<file path="src/rtl/fp_add_sub_unit.sv">
// Multi-cycle parametrised floating-point adder/subtractor with start/done handshake.
// Define FP_SPECIAL_CASES_EN to decode Inf/NaN operands and return Inf on overflow.
module fp_add_sub_unit #(
  parameter int unsigned EXP_W = 8,
  parameter int unsigned MAN_W = 23
) (
  input  logic                 clk,
  input  logic                 reset_n,
  input  logic                 start,
  input  logic                 op_sub,
  input  logic [EXP_W+MAN_W:0] a,
  input  logic [EXP_W+MAN_W:0] b,
  output logic                 busy,
  output logic                 done,
  output logic [EXP_W+MAN_W:0] result,
  output logic                 flag_ovf,
  output logic                 flag_unf,
  output logic                 flag_zero
);

  localparam int unsigned W  = EXP_W + MAN_W + 1;
  localparam int unsigned XW = MAN_W + 4;  // hidden, frac, G, R, S
  localparam int unsigned SW = MAN_W + 5;  // carry + XW
  localparam logic [EXP_W:0] EXP_ONES = {1'b0, {EXP_W{1'b1}}};
  localparam logic [EXP_W:0] EXP_ONE  = (EXP_W + 1)'(1);

  typedef enum logic [2:0] {IDLE, ALIGN, ADD, NORM, ROUND, DONE} state_t;

  state_t state, state_n;

  logic [W-1:0]    a_r, b_r;
  logic            op_r;
  logic [EXP_W:0]  exp_r;
  logic            sign_r, eff_sub_r;
  logic [XW-1:0]   big_r, small_r;
  logic [SW-1:0]   sum_r;
  logic [W-1:0]    res_p;
  logic            ovf_p, unf_p, zero_p;

  // Alignment datapath, evaluated from the captured operands
  logic                   sa, sb, za, zb, a_big;
  logic [EXP_W-1:0]       ea, eb, e_big, e_small;
  logic [EXP_W+MAN_W-1:0] mag_a, mag_b;
  logic [XW-1:0]          x_a, x_b, x_big, x_small, x_shift;
  logic [31:0]            diff;

  always_comb begin
    sa      = a_r[W-1];
    sb      = b_r[W-1] ^ op_r;
    ea      = a_r[W-2:MAN_W];
    eb      = b_r[W-2:MAN_W];
    za      = (ea == '0);
    zb      = (eb == '0);
    mag_a   = za ? '0 : a_r[W-2:0];
    mag_b   = zb ? '0 : b_r[W-2:0];
    x_a     = za ? '0 : {1'b1, a_r[MAN_W-1:0], 3'b000};
    x_b     = zb ? '0 : {1'b1, b_r[MAN_W-1:0], 3'b000};
    a_big   = (mag_a >= mag_b);
    e_big   = a_big ? ea : eb;
    e_small = a_big ? eb : ea;
    x_big   = a_big ? x_a : x_b;
    x_small = a_big ? x_b : x_a;
    diff    = 32'(e_big) - 32'(e_small);
    if (diff >= 32'(XW - 1))
      x_shift = {{(XW-1){1'b0}}, |x_small};
    else
      x_shift = (x_small >> diff)
              | {{(XW-1){1'b0}}, |(x_small & ~({XW{1'b1}} << diff))};
  end

  logic         special;
  logic [W-1:0] spec_res;
  logic [W-1:0] ovf_res;

`ifdef FP_SPECIAL_CASES_EN
  logic a_ones, b_ones, is_nan;
  always_comb begin
    a_ones  = &ea;
    b_ones  = &eb;
    special = a_ones | b_ones;
    is_nan  = (a_ones & |a_r[MAN_W-1:0]) | (b_ones & |b_r[MAN_W-1:0])
            | (a_ones & b_ones & (sa ^ sb));
    if (is_nan)
      spec_res = {1'b0, {EXP_W{1'b1}}, 1'b1, {(MAN_W-1){1'b0}}};
    else if (a_ones)
      spec_res = {sa, {EXP_W{1'b1}}, {MAN_W{1'b0}}};
    else
      spec_res = {sb, {EXP_W{1'b1}}, {MAN_W{1'b0}}};
  end
  assign ovf_res = {sign_r, {EXP_W{1'b1}}, {MAN_W{1'b0}}};
`else
  assign special  = 1'b0;
  assign spec_res = '0;
  assign ovf_res  = {sign_r, {(EXP_W-1){1'b1}}, 1'b0, {MAN_W{1'b1}}};
`endif

  // Magnitude add/subtract; big_r >= small_r so the difference never goes negative
  logic [SW-1:0] sum_c;
  always_comb begin
    if (eff_sub_r)
      sum_c = {1'b0, big_r} - {1'b0, small_r};
    else
      sum_c = {1'b0, big_r} + {1'b0, small_r};
  end

  // Round to nearest even on G/R/S
  logic [MAN_W:0]   mant;
  logic             rnd_inc;
  logic [MAN_W+1:0] m_rnd;
  logic [EXP_W:0]   e_rnd;
  logic [MAN_W-1:0] frac_rnd;
  logic             ovf_c;
  logic [W-1:0]     norm_res;

  always_comb begin
    mant     = sum_r[SW-2:3];
    rnd_inc  = sum_r[2] & (sum_r[1] | sum_r[0] | mant[0]);
    m_rnd    = {1'b0, mant} + (MAN_W + 2)'(rnd_inc);
    e_rnd    = exp_r + (EXP_W + 1)'(m_rnd[MAN_W+1]);
    frac_rnd = m_rnd[MAN_W+1] ? m_rnd[MAN_W:1] : m_rnd[MAN_W-1:0];
    ovf_c    = (e_rnd >= EXP_ONES);
    norm_res = {sign_r, e_rnd[EXP_W-1:0], frac_rnd};
  end

  always_comb begin
    state_n = state;
    case (state)
      IDLE:  if (start) state_n = ALIGN;
      ALIGN: state_n = special ? DONE : ADD;
      ADD:   state_n = (sum_c == '0) ? DONE : NORM;
      NORM: begin
        if (sum_r[SW-1] || sum_r[SW-2]) state_n = ROUND;
        else if (exp_r == EXP_ONE)      state_n = DONE;
      end
      ROUND: state_n = DONE;
      DONE:  state_n = IDLE;
      default: state_n = IDLE;
    endcase
  end

  always_ff @(posedge clk or negedge reset_n) begin
    if (!reset_n) begin
      state <= IDLE;
      busy  <= 1'b0;
      done  <= 1'b0;
    end else begin
      state <= state_n;
      done  <= (state == DONE);
      // busy covers the done cycle; a start taken in that cycle keeps it high
      busy  <= ((state == IDLE) && start) || (busy && !done);
    end
  end

  always_ff @(posedge clk or negedge reset_n) begin
    if (!reset_n) begin
      a_r       <= '0;
      b_r       <= '0;
      op_r      <= 1'b0;
      exp_r     <= '0;
      sign_r    <= 1'b0;
      eff_sub_r <= 1'b0;
      big_r     <= '0;
      small_r   <= '0;
      sum_r     <= '0;
      res_p     <= '0;
      ovf_p     <= 1'b0;
      unf_p     <= 1'b0;
      zero_p    <= 1'b0;
      result    <= '0;
      flag_ovf  <= 1'b0;
      flag_unf  <= 1'b0;
      flag_zero <= 1'b0;
    end else begin
      case (state)
        IDLE: if (start) begin
          a_r    <= a;
          b_r    <= b;
          op_r   <= op_sub;
          ovf_p  <= 1'b0;
          unf_p  <= 1'b0;
          zero_p <= 1'b0;
        end
        ALIGN: begin
          if (special) res_p <= spec_res;
          exp_r     <= {1'b0, e_big};
          sign_r    <= a_big ? sa : sb;
          eff_sub_r <= sa ^ sb;
          big_r     <= x_big;
          small_r   <= x_shift;
        end
        ADD: begin
          if (sum_c == '0) begin
            res_p  <= '0;
            zero_p <= 1'b1;
          end
          sum_r <= sum_c;
        end
        NORM: begin
          if (sum_r[SW-1]) begin
            sum_r <= {1'b0, sum_r[SW-1:2], sum_r[1] | sum_r[0]};
            exp_r <= exp_r + EXP_ONE;
          end else if (!sum_r[SW-2]) begin
            if (exp_r == EXP_ONE) begin
              res_p  <= {sign_r, {(W-1){1'b0}}};
              unf_p  <= 1'b1;
              zero_p <= 1'b1;
            end else begin
              sum_r <= sum_r << 1;
              exp_r <= exp_r - EXP_ONE;
            end
          end
        end
        ROUND: begin
          res_p <= ovf_c ? ovf_res : norm_res;
          ovf_p <= ovf_c;
        end
        DONE: begin
          result    <= res_p;
          flag_ovf  <= ovf_p;
          flag_unf  <= unf_p;
          flag_zero <= zero_p;
        end
        default: ;
      endcase
    end
  end

endmodule

</file>
<file path="config.mk">
export PLATFORM = sky130hd
export DESIGN_NAME = fp_add_sub_unit
export DESIGN_NICKNAME = d
export VERILOG_FILES = /design/src/rtl/fp_add_sub_unit.sv
export SDC_FILE = /design/constraint.sdc
export NUM_CORES = 1
export LEC_CHECK = 0
export CORE_MARGIN = 4
export CORE_UTILIZATION = 25
export CTS_CLUSTER_DIAMETER = 80
export CTS_CLUSTER_SIZE = 16
export DETAILED_ROUTE_END_ITERATION = 8
export HOLD_SLACK_MARGIN = 0.15
export PLACE_DENSITY = 0.44
export SYNTH_ARGS = -nofsm -noshare
export SYNTH_HDL_FRONTEND = slang
export SYNTH_SLANG_ARGS = --single-unit
</file>
<file path="constraint.sdc">
create_clock -name clk -period 5.25 [get_ports clk]
set_input_delay 1.3125 -clock clk [delete_from_list [all_inputs] [get_ports clk]]
set_output_delay 1.3125 -clock clk [all_outputs]
set_load 0.05 [all_outputs]
</file>
# [Word-level counts from Yosys, hierarchy flattened]
# Cells that the tools add are included.
[op_classes] add_sub_neg=7 shift=2 n_eq_ne=14 bitwise=8 reduce_logical=25 magnitude_cmp=3 mux=39
[ops] cell="2-to-1 mux 27 bit" n=8
[ops] cell="2-to-1 mux 32 bit" n=4
[ops] cell="case mux 32 bit (3 select lines)" n=1
[ops] cell="2-to-1 mux 31 bit" n=3
[ops] cell="case mux 28 bit (2 select lines)" n=1
[ops] cell="OR reduction 27 bit" n=2
[ops] cell="greater-or-equal comparator 32 x 5 -> 1 bit, second input constant" n=1
[ops] cell="<< shifter 27 x 32 -> 27 bit, first input constant" n=1
[ops] cell=">> shifter 27 x 32 -> 27 bit" n=1
[ops] cell="greater-or-equal comparator 31 bit" n=1
[ops] cell="adder 27 x 27 -> 28 bit" n=1
[ops] cell="zero test 28 bit" n=1
[ops] cell="2-to-1 mux 28 bit" n=1
[ops] cell="subtractor 27 x 27 -> 28 bit" n=1
[ops] cell="bitwise AND 27 bit" n=1
[ops] cell="2-to-1 mux 9 bit" n=3
[ops] cell="NOT 27 bit" n=1
[ops] cell="OR 27 x 1 -> 27 bit" n=1
[ops] cell="adder 24 x 1 -> 25 bit" n=1
[ops] cell="2-to-1 mux 23 bit" n=1
[ops] cell="case mux 9 bit (2 select lines)" n=1
[ops] cell="zero test 8 bit" n=2
[ops] cell="2-to-1 mux 8 bit" n=2
[ops] cell="case mux 3 bit (5 select lines)" n=1
[ops] cell="28 further kinds" n=57
[totals] output_inout_bits=37 inputBits=68 register_bits=233

# [Longest topological paths before layout]
# Gate-level depths: netlist of the first run.
[logic_depth] word_depth=11 ltp_mapped=27 mapped_depth_nobuf=22

# [Worst setup path after synthesis of the first run]
# OpenSTA, ideal clock, no wires.
[synth_timing] path_type="register to register" from="register a_r[30]" to="register small_r[0]" arrival_ns=5.316 period_less_slack_ns=5.452 stages_incl_launch_ff=24 setup_time_ns=0.136 slack_ns=-0.202 cell_sequence="dfrtp_1 > clkbuf_1 > nor4_1 > nand2_1 > clkbuf_1 > clkbuf_1 > nand2_1 > inv_1 > ha_1 > nand4_1 > nor4_1 > a2111oi_2 > a21o_1 > and3_1 > nor2_1 > ha_1 > o311a_1 > a211o_1 > a2111oi_4 > buf_2 > nand2_1 > o211a_1 > nor4_1 > a31oi_1"
[synth_between] elab_chain_cells=11 word_cells_on_any_way=17 classes_between="add/sub: 1; order compare: 2; shift: 2; mux: 6; bitwise: 3; reduce/logical: 3"
[synth_lines] element="start: declaration" line_no="31" text="logic [W-1:0] a_r, b_r;"
[synth_lines] element="start signal: assignment" line_no="156" text="a_r <= '0;"
[synth_lines] element="start signal: assignment" line_no="176" text="a_r <= a;"
[synth_lines] element="zero test 8 bit" line_no="52" text="za = (ea == '0);"
[synth_lines] element="2-to-1 mux 31 bit" line_no="54" text="mag_a = za ? '0 : a_r[W-2:0];"
[synth_lines] element="greater-or-equal comparator 31 bit" line_no="58" text="a_big = (mag_a >= mag_b);"
[synth_lines] element="2-to-1 mux 8 bit, on equally long branches" line_no="59, 60"
[synth_lines] element="subtractor 8 x 8 -> 9 bit" line_no="63" text="diff = 32'(e_big) - 32'(e_small);"
[synth_lines] element="<< shifter 27 x 32 -> 27 bit" line_no="68" text="| {{(XW-1){1'b0}}, |(x_small & ~({XW{1'b1}} << diff))};"
[synth_lines] element="NOT 27 bit" line_no="68"
[synth_lines] element="bitwise AND 27 bit" line_no="68"
[synth_lines] element="OR reduction 27 bit" line_no="68"
[synth_lines] element="OR 27 x 1 -> 27 bit" line_no="68"
[synth_lines] element="2-to-1 mux 27 bit *" line_no="64" text="if (diff >= 32'(XW - 1))"
[synth_lines] element="end signal: assignment" line_no="189" text="small_r <= x_shift;"
[synth_lines] element="end: declaration" line_no="35" text="logic [XW-1:0] big_r, small_r;"
# Every way passes the cells marked *; elsewhere a longest branch is shown, timed or not.
# A chain may end at the register's enable or synchronous reset.

# [Final worst setup path of the first run]
[layout_timing] from="register a_r[26]" to="register small_r[0]"
# The elaborated chain is that of the path after synthesis.

==> qor.yml, run 1 <==
clocking:
  cts_buffer_depth: 3
  clock_latency_ps: 560
  cts-buffers-inserted: 23
  cts_max_level: 1
  clk_pin_slew_ps: 70
  cts_sinks: 230
  cts_root_buffer: "clkbuf_16"
  tritoncts: "yes"
setup_path:
  worst_path_largest_cell_delay_ps: 410
  cpMostUsedCell: "buf_4"
  critPathCaptureType: "register"
  worstPathArrival_ps: 5740
  crit_type: "reg -> reg"
  crit_required_ps: 5680
  cp_slowest_cell: "dfrtp_1"
  cp-start-kind: "register"
  crit_fanout: 6
  crit_chain: "nor4_4, buf_4, nand2_8, buf_12, and2_4, ha_4, nand4_1, buf_4, nor4_4, a2111oi_4, a21o_4, a21oi_4, nor2_4, ha_4, o311a_4, a211o_1, a2111oi_4, buf_4, buf_12, a41oi_1, a2111o_1, nor4_2, a31oi_1"
  reg2regPathDepth: 23
sta:
  maxSlewHeadroom_pct: 25.2
  hold_violations: 0
  drv_slew: 0
  worst_pin_slew_ps: 1120
  layout_worst_path_cycle_share_pct: 101
  setup_ws_ps: -58.4
  skew_ps: 17.0
  fin_crit_ps: 5310
  setup_viol: 5
  rsz0062_at_grt: "yes"
  fmax_ghz: 0.188
  setup_tns_ps: -124
global_route:
  grt_pass1_wl_mm: 91.2
  grtUsageTotal_pct: 15.8
  grt_max_degree: 102
  grt_pass1_vias: 15873
  grt-ovfl-total: 0
  antenna_found_initial: 2
drt:
  drt-pass1-iter-count: 6
  antenna_left: 0
  routed_wl_mm: 57.2
  drtIter0Drc: 886
  drc_errors: 0
  vias: 15798
  routedWlPerCell_um: 18.0
  vias_per_cell: 4.96
synthesis:
  synthArstFlopShare_pct: 100
  syn_inst: 1974
  synth.distinct_cells: 88
  synth_edf_count: 0
  netlist_area_um2: 16700
  ys.flop_type: "dfrtp_1"
  synth_nets: 2105
  ys_ff_latch: 230
  syn_avg_cell_area_um2: 8.46
  ys_seq_area_share_pct: 34.5
  yosys_warnings: 0
place:
  gp_congestion: 0.874
  io_buffers: 104
  place_hpwl_mm: 44.3
die:
  die_h_um: 266
  start_util_pct: 25.3
  rows: 94
  die_w_um: 266
  core_um2: 66000
  dieArea_um2: 71000
  ioPinCount: 105
layout:
  final_net_count: 2438
  drive_above_1_share_pct: 27.3
  insertedDiodeCount: 0
  area_delta_synth_final_pct: 36.1
worst_hold_path:
  holdPathStages: 2
  hold_class: "reg -> reg"
run:
  cap_violations: 0
status:
  status: "complete, but fails checks"
  violations: "negative setup slack"
==> Yosys cell counts (32+ instances only) <==
| library cell | count | area share, % |
|---|---|---|
| inv_1 | 60 | 1.3 |
| a31oi_1 | 47 | 1.8 |
| nand2_1 | 229 | 5.1 |
| mux2i_1 | 34 | 2.0 |
| nor2_1 | 164 | 3.7 |
| clkbuf_1 | 119 | 2.7 |
| mux2_2 | 109 | 7.4 |
| dfrtp_1 | 230 | 34 |
| nor3_1 | 32 | 0.96 |
| o21ai_0 | 169 | 5.1 |
| a21oi_1 | 154 | 4.6 |
| ha_1 | 63 | 4.7 |
| xnor2_1 | 60 | 3.1 |
| nand3_1 | 84 | 2.5 |
==> logic make-up after synthesis <==
logic type | synth area share [%]
AOI/OAI and AO/OA | 22.2
xor gates and xnor gates | 4.36
adders and majority gates | 4.72
buffers and inverters | 4.77
DFF | 34.5
muxes | 11.3
and+or+nand+nor | 18.2
==> through the flow <==
stage / hold WS [ps] / utilization [%] / cell area, um2 / setup slack, ps / std cells
global placement: 469 / 31.8 / 21000 / -591 / 3122
CTS: 498 / 33.8 / 22300 / -23.8 / 3175
finish: 495 / 34.4 / 22700 / -58.4 / 3183
floorplan: 451 / - / 16700 / 9.22 / 1974
detailed placement: 478 / 31.8 / 21000 / -584 / 3122
global route: 517 / 34.4 / 22700 / -300 / 3183
==> cell type report <==
class / instances / area [um2]
clock inverter: 12 / 184
clock buffer: 25 / 593
multi-input combinational: 1536 / 10800
tap: 864 / 1080
sequential: 230 / 5760
inverter: 60 / 225
fill: 6867 / 43300
timing repair buffer: 456 / 4050
==> cell usage in the layout (no fill, tap or decap), types with 9 or more instances in the layout <==
cell,count
ha_1,53
o21ai_2,14
or3_1,9
mux2i_1,32
nor3_1,29
buf_6,15
and2_1,13
mux2_2,109
a31oi_1,47
a22o_1,11
a211oi_1,15
o21ai_1,17
o211ai_1,13
xnor2_1,58
o31ai_1,11
nand2_1,216
a21o_1,22
buf_12,17
inv_1,58
nor2_1,158
dfrtp_1,230
ha_4,10
nor4_1,9
nand3_1,80
and3_1,16
o21a_1,10
clkbuf_16,25
a32o_1,14
buf_4,312
clkdlybuf4s50_1,103
xor2_1,22
nand4_1,17
nor2b_1,9
o21ai_0,146
nand2b_1,22
a21oi_1,151
mux4_2,14
==> final timing paths <==
kind	start	slack [ps]	end
max	a_r[26]	-60	small_r[0]
min	big_r[18]	490	big_r[18]
max reg2reg	a_r[26]	-60	small_r[0]
min reg2reg	big_r[18]	490	big_r[18]
max in group asynchronous	reset_n	3440	sum_r[10]
min in group asynchronous	reset_n	760	result[29]
==> registers in the layout (all words and copies together), names as in the netlist, 3 cells and up <==
register,cells
state,3
result,32
a_r,32
big_r,24
res_p,32
sum_r,28
b_r,32
exp_r,9
small_r,27
==> critical path, delay by kind of cell (launching register included) <==
| family | cells | cell delay (ps) |
|---|---|---|
| flops | 1 | 410 |
| buf+inv | 5 | 880 |
| fa+ha+maj | 2 | 430 |
| compound gates | 9 | 2030 |
| simple gates | 7 | 1420 |
==> repair_timing <==
action | CTS | global route
endpoints found under the setup margin | 60 | 61
gates resized for setup | 80 | 84
gates cloned | 4 | 1
pin swaps | 28 | 30
hold buffers | 0 | 0
buffers inserted | 12 | 8
==> routing by layer <==
layer | part of all wire, % | wire [um] | track usage [%]
met5 | 0 | 0 | 0
met4 | 1.8 | 1060 | 2.97
met3 | 3.2 | 1860 | 1.62
met2 | 46 | 26600 | 26.2
met1 | 48 | 27700 | 22.6
Power of run 1 is not shown: default switching activity piles up to over one toggle a cycle in this logic, so the estimate is an artifact.
==> run 2: changes to the inputs <==
--- a/config.mk
+++ b/config.mk
@@ -5,6 +5,8 @@
 export SDC_FILE = /design/constraint.sdc
 export NUM_CORES = 1
 export LEC_CHECK = 0
+export ABC_CLOCK_PERIOD_IN_PS = 5250
+export CAP_MARGIN = 20
 export CORE_MARGIN = 4
 export CORE_UTILIZATION = 25
 export CTS_CLUSTER_DIAMETER = 80
==> run 2 against run 1 <==
The flow still finishes with violations (negative setup slack). Die area stayed put. Maximum frequency hardly changed. Flip-flop and latch count stayed put. Worst setup slack better by 1.9 ps. Cell count hardly changed. Hold slack hardly changed. Routed wire length hardly changed. Critical endpoint unchanged. Register-to-register slack hardly changed. Clock skew hardly changed. Sequential share of layout area hardly changed. Core utilization hardly changed. First-iteration DRC count is 5.5% higher.
==> qor.yml, run 2 (synthesis results as in run 1) <==
status:
  status: "complete, but fails checks"
  violations: "negative setup slack"
drt:
  routed_wl_mm: 57.2  # about the same
  drtIter0Drc: 935  # +5.5%
  drt-pass1-iter-count: 6  # unchanged
  vias_per_cell: 4.97  # about the same
  routedWlPerCell_um: 18.0  # about the same
  antenna_left: 0  # unchanged
  vias: 15819  # +0.13%
  drc_errors: 0  # unchanged
die:
  die_h_um: 266  # unchanged
  dieArea_um2: 71000  # unchanged
  rows: 94  # unchanged
  ioPinCount: 105  # unchanged
  core_um2: 66000  # unchanged
  start_util_pct: 25.3  # unchanged
  die_w_um: 266  # unchanged
place:
  dp.cells: 3122  # unchanged
  place_hpwl_mm: 44.3  # unchanged
  gp_congestion: 0.874  # unchanged
  io_buffers: 104  # unchanged
setup_path:
  rr_startpoint: "a_r[26]"
  crit-reg2reg-capture: "small_r[0]"
  cp-start-kind: "register"
  crit_type: "reg -> reg"
  worstPathArrival_ps: 5740  # about the same
  r2r_setup_slack_ps: -60  # about the same
  crit_required_ps: 5680  # about the same
  reg2regPathDepth: 23  # unchanged
  critPathCaptureType: "register"
  crit_fanout: 6  # unchanged
layout:
  final_net_count: 2439  # +0.041%
  instances_no_fill: 3185  # +0.063%
  drive_above_1_share_pct: 27.3  # +0.031 points
  final_cell_mix: "buf_4 (312), dfrtp_1 (230), nand2_1 (216)"
  final_common_cell: "buf_4"
  area_delta_synth_final_pct: 36.3
clocking:
  cts_buffer_depth: 3  # unchanged
  hold_buffers: 0  # unchanged
  cts_root_buffer: "clkbuf_16"
  cts_sinks: 230  # unchanged
  clk_pin_slew_ps: 70  # about the same
  clock_latency_ps: 560  # about the same
  cts-buffers-inserted: 23  # unchanged
  cts_max_level: 1  # unchanged
  tritoncts: "yes"
global_route:
  grt_max_degree: 102  # unchanged
  antenna_found_initial: 2  # unchanged
  grt_pass1_vias: 15873  # unchanged
  grt_pass1_wl_mm: 91.2  # unchanged
  grtUsageTotal_pct: 15.8  # unchanged
  grt-ovfl-total: 0  # unchanged
worst_hold_path:
  holdPathStages: 2  # unchanged
  hp-start: "big_r[17]"
  hold_class: "reg -> reg"
  holdPathEnd: "big_r[17]"
sta:
  worst_pin_slew_ps: 964  # -159 ps
  rsz0062_at_grt: "yes"
  drv_slew: 0  # unchanged
  setup_ws_ps: -56.5  # +1.87 ps
  skew_ps: 16.7  # -0.277 ps
  maxSlewHeadroom_pct: 35.8  # +11 points
  setup_viol: 5  # unchanged
  hold_violations: 0  # unchanged
  layout_worst_path_cycle_share_pct: 101  # about the same
  fmax_ghz: 0.188  # about the same
  fin_crit_ps: 5310  # -1.87 ps
run:
  cap_violations: 0  # unchanged
run 2: changes by cell type in the layout (fill, tap and decap cells not counted):
cell	delta
buf_16	+1
diode_2	+1
run 2: how the worst max path moves through the flow:
| stage | start | endpoint | slack (ps) | cells past startpoint |
|---|---|---|---|---|
| after floorplan | a_r[26] | small_r[0] | 9 | 21 |
| after global placement | a_r[26] | small_r[9] | -590 | 23 |
| after detailed placement | a_r[26] | small_r[9] | -580 | 24 |
| after CTS | a_r[29] | small_r[0] | -20 | 26 |
| after global routing | a_r[26] | small_r[0] | -300 | 22 |
| final | a_r[26] | small_r[0] | -60 | 23 |
run 2: area by class of cell:
| type | instances | area, um2 |
|---|---|---|
| multi-input combinational | 1536 | 10800 |
| clock buffer | 25 | 593 |
| tap | 864 | 1080 |
| timing repair buffer | 457 | 4080 |
| fill | 6865 | 43200 |
| clock inverter | 12 | 184 |
| antenna | 1 | 2.50 |
| inverter | 60 | 225 |
| sequential | 230 | 5760 |
run 2: critical path: stages, from the launching register on:
cell and delay (ps):
dfrtp_1 410, nor4_4 350, buf_4 210, nand2_8 100
buf_12 190, and2_4 170, ha_4 260, nand4_1 140
buf_4 180, nor4_4 330, a2111oi_4 100, a21o_4 250
a21oi_4 150, nor2_4 50, ha_4 170, o311a_4 320
a211o_1 340, a2111oi_4 340, buf_4 190, buf_12 110
a41oi_1 100, a2111o_1 320, nor4_2 280, a31oi_1 110
run 2: metrics by stage:
| stage | TNS (ps) | util [%] | cell area [um2] | setup WS, ps | hold slack, ps |
|---|---|---|---|---|---|
| after global routing | -8880 | 34.5 | 22700 | -300 | 517 |
| after CTS | -36.3 | 33.8 | 22300 | -23.8 | 498 |
| after detailed placement | -10690 | 31.8 | 21000 | -584 | 478 |
| after floorplan | 0 | - | 16700 | 9.22 | 451 |
| final | -134 | 34.5 | 22700 | -56.5 | 495 |
| after global placement | -10260 | 31.8 | 21000 | -591 | 469 |
run 2: layer usage:
layer	vias to the layer above	share of wire (%)	GRT usage, %
met3	52	3.2	1.62
met2	275	46	26.2
met1	7625	48	22.6
met4	0	1.8	2.97
li1	7867	-	-
met5	-	0	0
run 2: timing repair:
action                                  4_1_cts  5_1_grt
gates resized for setup                      80       84
endpoints found under the setup margin       60       61
pin swaps                                    28       30
cloned                                        4        1
buffers inserted                             12        8
Power of run 2 is left out for the same reason.
